[src/rtl/bshift_pkg.sv]
// Shared widths, direction codes and bit-reverse helper for the barrel rotator.
// Latency: n/a (constants and a combinational function only).
// Backpressure: n/a.
package bshift_pkg;

    localparam int DATA_W = 8;
    localparam int AMT_W  = 3;

    localparam logic ROT_RIGHT = 1'b0;
    localparam logic ROT_LEFT  = 1'b1;

    typedef logic [DATA_W-1:0] data_t;
    typedef logic [AMT_W-1:0]  amt_t;

    function automatic data_t bitrev(input data_t d);
        data_t r;
        for (int i = 0; i < DATA_W; i++) begin
            r[i] = d[DATA_W-1-i];
        end
        return r;
    endfunction

endpackage

[src/rtl/barrel_rotator8_if.sv]
// Operand/amount/direction bus into the rotator and the registered result back.
// Latency: n/a (wiring only).
// Backpressure: none; the bus carries no handshake.
interface barrel_rotator8_if;
    import bshift_pkg::*;

    data_t a;
    amt_t  amt;
    logic  lr;
    data_t y;

    modport master (
        output a,
        output amt,
        output lr,
        input  y
    );

    modport slave (
        input  a,
        input  amt,
        input  lr,
        output y
    );

endinterface

[src/rtl/rotr8_core.sv]
// Combinational 8-bit right rotator built from three log stages (1, 2, 4).
// Latency: 0 cycles.
// Backpressure: none.
module rotr8_core
    import bshift_pkg::*;
(
    input  data_t data,
    input  amt_t  amt,
    output data_t data_out
);

    data_t s1;
    data_t s2;
    data_t s4;

    // Each stage moves bit i+2^k down into bit i, wrapping the low bits to the top.
    always_comb begin
        s1 = amt[0] ? {data[0],   data[7:1]} : data;
        s2 = amt[1] ? {s1[1:0],   s1[7:2]}   : s1;
        s4 = amt[2] ? {s2[3:0],   s2[7:4]}   : s2;
    end

    assign data_out = s4;

endmodule

[src/rtl/barrel_rotator8.sv]
// Registered 8-bit rotate left/right by 0-7; left reuses the right core via bit reversal.
// Latency: 1 cycle, one new operation every cycle.
// Backpressure: none; inputs are sampled unconditionally each rising edge.
module barrel_rotator8
    import bshift_pkg::*;
(
    input  logic                 clk,
    input  logic                 reset,
    barrel_rotator8_if.slave     bus
);

    data_t pre;
    data_t core_out;
    data_t post;
    data_t y_q;

    // A left rotate is a right rotate of the mirrored operand, mirrored back.
    always_comb begin
        pre = (bus.lr == ROT_LEFT) ? bitrev(bus.a) : bus.a;
    end

    rotr8_core u_core (
        .data     (pre),
        .amt      (bus.amt),
        .data_out (core_out)
    );

    always_comb begin
        post = (bus.lr == ROT_LEFT) ? bitrev(core_out) : core_out;
    end

    always_ff @(posedge clk or posedge reset) begin
        if (reset) begin
            y_q <= '0;
        end else begin
            y_q <= post;
        end
    end

    assign bus.y = y_q;

endmodule

[src/flat_wrapper.sv]
// flat-port wrapper written by rule: the top's interface ports become plain ports
module barrel_rotator8_flat import bshift_pkg::*;
  (clk, reset, bus_a, bus_amt, bus_lr, bus_y);
  barrel_rotator8_if bus_i ();
  input  logic clk;
  input  logic reset;
  input wire logic [$bits(bus_i.a)-1:0] bus_a;
  input wire logic [$bits(bus_i.amt)-1:0] bus_amt;
  input wire logic [$bits(bus_i.lr)-1:0] bus_lr;
  output wire logic [$bits(bus_i.y)-1:0] bus_y;
  assign bus_i.a = bus_a;
  assign bus_i.amt = bus_amt;
  assign bus_i.lr = bus_lr;
  assign bus_y = bus_i.y;
  barrel_rotator8 u_core (.clk(clk), .reset(reset), .bus(bus_i));
endmodule
[config.mk]
export PLATFORM = sky130hd
export DESIGN_NAME = barrel_rotator8_flat
export DESIGN_NICKNAME = d
export VERILOG_FILES = /design/src/rtl/bshift_pkg.sv /design/src/rtl/barrel_rotator8_if.sv /design/src/rtl/rotr8_core.sv /design/src/rtl/barrel_rotator8.sv /design/src/flat_wrapper.sv
export SDC_FILE = /design/constraint.sdc
export NUM_CORES = 1
export LEC_CHECK = 0
export CORE_AREA = 2 2 41 43
export CTS_BUF_LIST = sky130_fd_sc_hd__clkbuf_2 sky130_fd_sc_hd__clkbuf_4 sky130_fd_sc_hd__clkbuf_8
export CTS_CLUSTER_DIAMETER = 200
export CTS_CLUSTER_SIZE = 20
export DETAILED_ROUTE_END_ITERATION = 16
export DIE_AREA = 0 0 43 45
export PLACE_DENSITY = 0.85
export SYNTH_ARGS = -nofsm -noshare
export SYNTH_HDL_FRONTEND = slang
export SYNTH_SLANG_ARGS = --single-unit
[constraint.sdc]
create_clock -name clk -period 0.8 [get_ports clk]
set_input_delay 0.08 -clock clk [delete_from_list [all_inputs] [get_ports clk]]
set_output_delay 0.08 -clock clk [all_outputs]
set_load 0.01 [all_outputs]
==> results.tsv <==
stage	metric	value	unit
outcome	status	complete, but fails checks	
outcome	failing checks	setup timing	
floorplanning	core box area	1471	um^2
worst_setup_path	Req. time, crit path	0.91	ns
timing	Setup violations, final	14	
worst_setup_path	CP most frequent cell	mux4_2	
final_layout	layout cells sized above 1	70.37	%
detailed_routing	vias	640	
final_layout	design area	1111	um^2
placement	GPL Wtd Cong	0.7571	
placement	Post-Place Setup Slack	-1.218	ns
cts	H-tree depth	1	
detailed_routing	DR vias/cell	6.598	
cts	clock buffer depth	2	
synthesis	Mapped Cells	47	
detailed_routing	Post-Route WL	1.881	mm
run	max cap viols	0	
synthesis	Seq/Total Area, Yosys	26.76	%
timing	Final min period	1.419	ns
detailed_routing	drt first pass iters	4	
final_layout	post-layout util	75.51	%
timing	RSZ-0062 raised after global routing	true	
final_layout	Nets	97	
final_layout	FILL cells	110	
worst_setup_path	crit path capture type	flop	
global_routing	first-pass GRT wire length	2.953	mm
global_routing	gr usage total	21.30	%
floorplanning	die height	45	um
placement	dpl hpwl	1.376	mm
floorplanning	Ports	22	
worst_setup_path	crit start category	input pin	
synthesis	Synth top cells by count	mux4_2 (18), dfrtp_1 (8), mux2i_1 (4), clkbuf_1 (3)	
synthesis	top_reg_cell synth	dfrtp_1	
placement	Post-DP Area	1047	um^2
synthesis	Post-synth EDFFs	0	
timing	Min Hold Slack	0.1039	ns
synthesis	top-count cell post-synth	mux4_2	
synthesis	ys async rst share	100.0	%
cts	TritonCTS buffer count	3	
timing	Final Hold Viols	0	
worst_setup_path	CP Class	input pin to flop	
floorplanning	die area	1935	um^2
min_path	hold crit path type	input pin to async pin	
worst_setup_path	CP Max Fanout	3	
floorplanning	Die Width	43	um
global_routing	vias in the first global route	651	
timing	setup slack after layout	-0.6188	ns
global_routing	Overflow after GRT	0	
worst_setup_path	slowest CP cell	mux4_2	
timing	fin. max-slew vios	0	
global_routing	largest net degree at the start of global routing	13	
timing	period utilisation layout	177.3	%
synthesis	Netlist Area Pre-Place	748.2	um^2
cts	clock sinks	8	
synthesis	synth top area cells	mux4_2 (54%), dfrtp_1 (27%), mux2i_1 (5.4%), mux2_2 (3.0%), a211oi_1 (2.0%)	
timing	Least-Margin Pin Slew	0.2831	ns
final_layout	max reg flops	8	
synthesis	Synth cell types	13	
cts	clock slew at reported path FFs	0.05	ns
timing	Max Fclk	704.8	MHz
synthesis	post-synth top area cell	mux4_2	
synthesis	syn_area_per_cell	15.92	um^2
synthesis	Synth Register Bits	8	
detailed_routing	drt wl/cell	19.39	um
final_layout	Area Overhead vs Synth	48.50	%
floorplanning	Initial Util	50.85	%
power_and_ir_drop	leakage dissipation	0.4688	nW
floorplanning	row cnt	14	
synthesis	Syn. warnings	0	
worst_setup_path	CP Cell Sequence	buf_8 -> buf_6 -> xnor2_4 -> mux4_2 -> mux4_2	
timing	worst rel slew slack	81.10	%
placement	port bufs	21	
worst_setup_path	WP data arrival	1.53	ns
synthesis	Synth top area share	54.18	%
cts	CTS tree	done	
final_layout	# diodes	0	
synthesis	Net Count, Synth	61	
power_and_ir_drop	maximum vdd drop	0.0006437	V
detailed_routing	DRC	0	
detailed_routing	DRC violation total after the first TritonRoute iteration	11	
worst_setup_path	CP peak stage delay	0.57	ns
global_routing	antenna violations before repair	0	
detailed_routing	antenna viol nets, final	0	
cts	CTS root buf	clkbuf_4	
power_and_ir_drop	power per cell area	1279	nW/um^2
-- report_power, final --
| part | internal (W) | switching [W] |
|---|---|---|
| Combinational | 0.000381 | 0.000279 |
| Clock | 0.000170 | 0.000112 |
| Sequential | 0.000466 | 0.0000134 |
-- layout make-up --
type,instances,area (um^2),area share (%)
multi-input combinational,33,561.8,50.56
timing repair buffer,36,302.8,27.25
sequential,8,200.2,18.02
clock buffer,3,22.52,2.027
tap,16,20.02,1.802
inverter,1,3.754,0.3378
-- worst max-delay path by stage --
stage	start	end	slack (ns)	cells after the start
after detailed placement	bus_lr	u_core.bus.y[6]	-1.22	4
after global routing	bus_amt[0]	u_core.bus.y[6]	-0.68	5
after floorplan	bus_lr	u_core.bus.y[6]	-0.57	3
final	bus_amt[0]	u_core.bus.y[6]	-0.62	5
after global placement	bus_lr	u_core.bus.y[6]	-1.20	4
after CTS	bus_amt[0]	u_core.bus.y[6]	-0.61	5
-- critical path: cells and delay by family --
| kind | cells | cell delay (ns) |
|---|---|---|
| muxes | 2 | 1.05 |
| buffers and inverters | 2 | 0.20 |
| xor gates and xnor gates | 1 | 0.18 |
-- metrics by stage --
stage                     cells  setup TNS, ns  power [W]
after CTS                    97         -4.770   0.001412
after global routing         97         -5.386   0.001481
final                        97         -4.822   0.001421
after global placement       88         -10.23   0.001129
after detailed placement     88         -10.53   0.001152
after floorplan              47         -4.205  0.0008568
-- logic make-up after synthesis --
kind of cell | after synthesis | share of synthesized area [%]
DFF | 8 | 26.76
AOI/OAI and AO/OA | 5 | 4.012
muxes | 24 | 62.54
and+or+nand+nor | 3 | 2.173
xor gates and xnor gates | 1 | 1.171
buffers and inverters | 6 | 3.344
-- timing repair --
item	CTS	global route
setup buffers	6	0
hold buffers	0	0
gates resized for setup	75	3
pin swaps	2	1
endpoints found under the setup margin	16	16
-- routing by layer --
metal	up-vias	part of all wire, %	GRT usage [%]
li1	272	-	-
met5	-	0	0
met3	2	6.3	3.200
met1	330	33	19.73
met4	0	1.3	10.30
met2	36	59	44.55
-- cells in the final DEF (no fill, tap or decap), types with 2 or more instances in the layout --
cell type         n
mux4_2           18
buf_4             9
mux2_4            2
dfrtp_1           8
clkdlybuf4s50_1   2
buf_2            13
buf_6             3
nor2b_1           2
buf_12            2
dlygate4sd2_1     4
mux2i_1           3
clkbuf_4          3
buf_8             2
No activity file was read; power rests on OpenSTA's default activity.
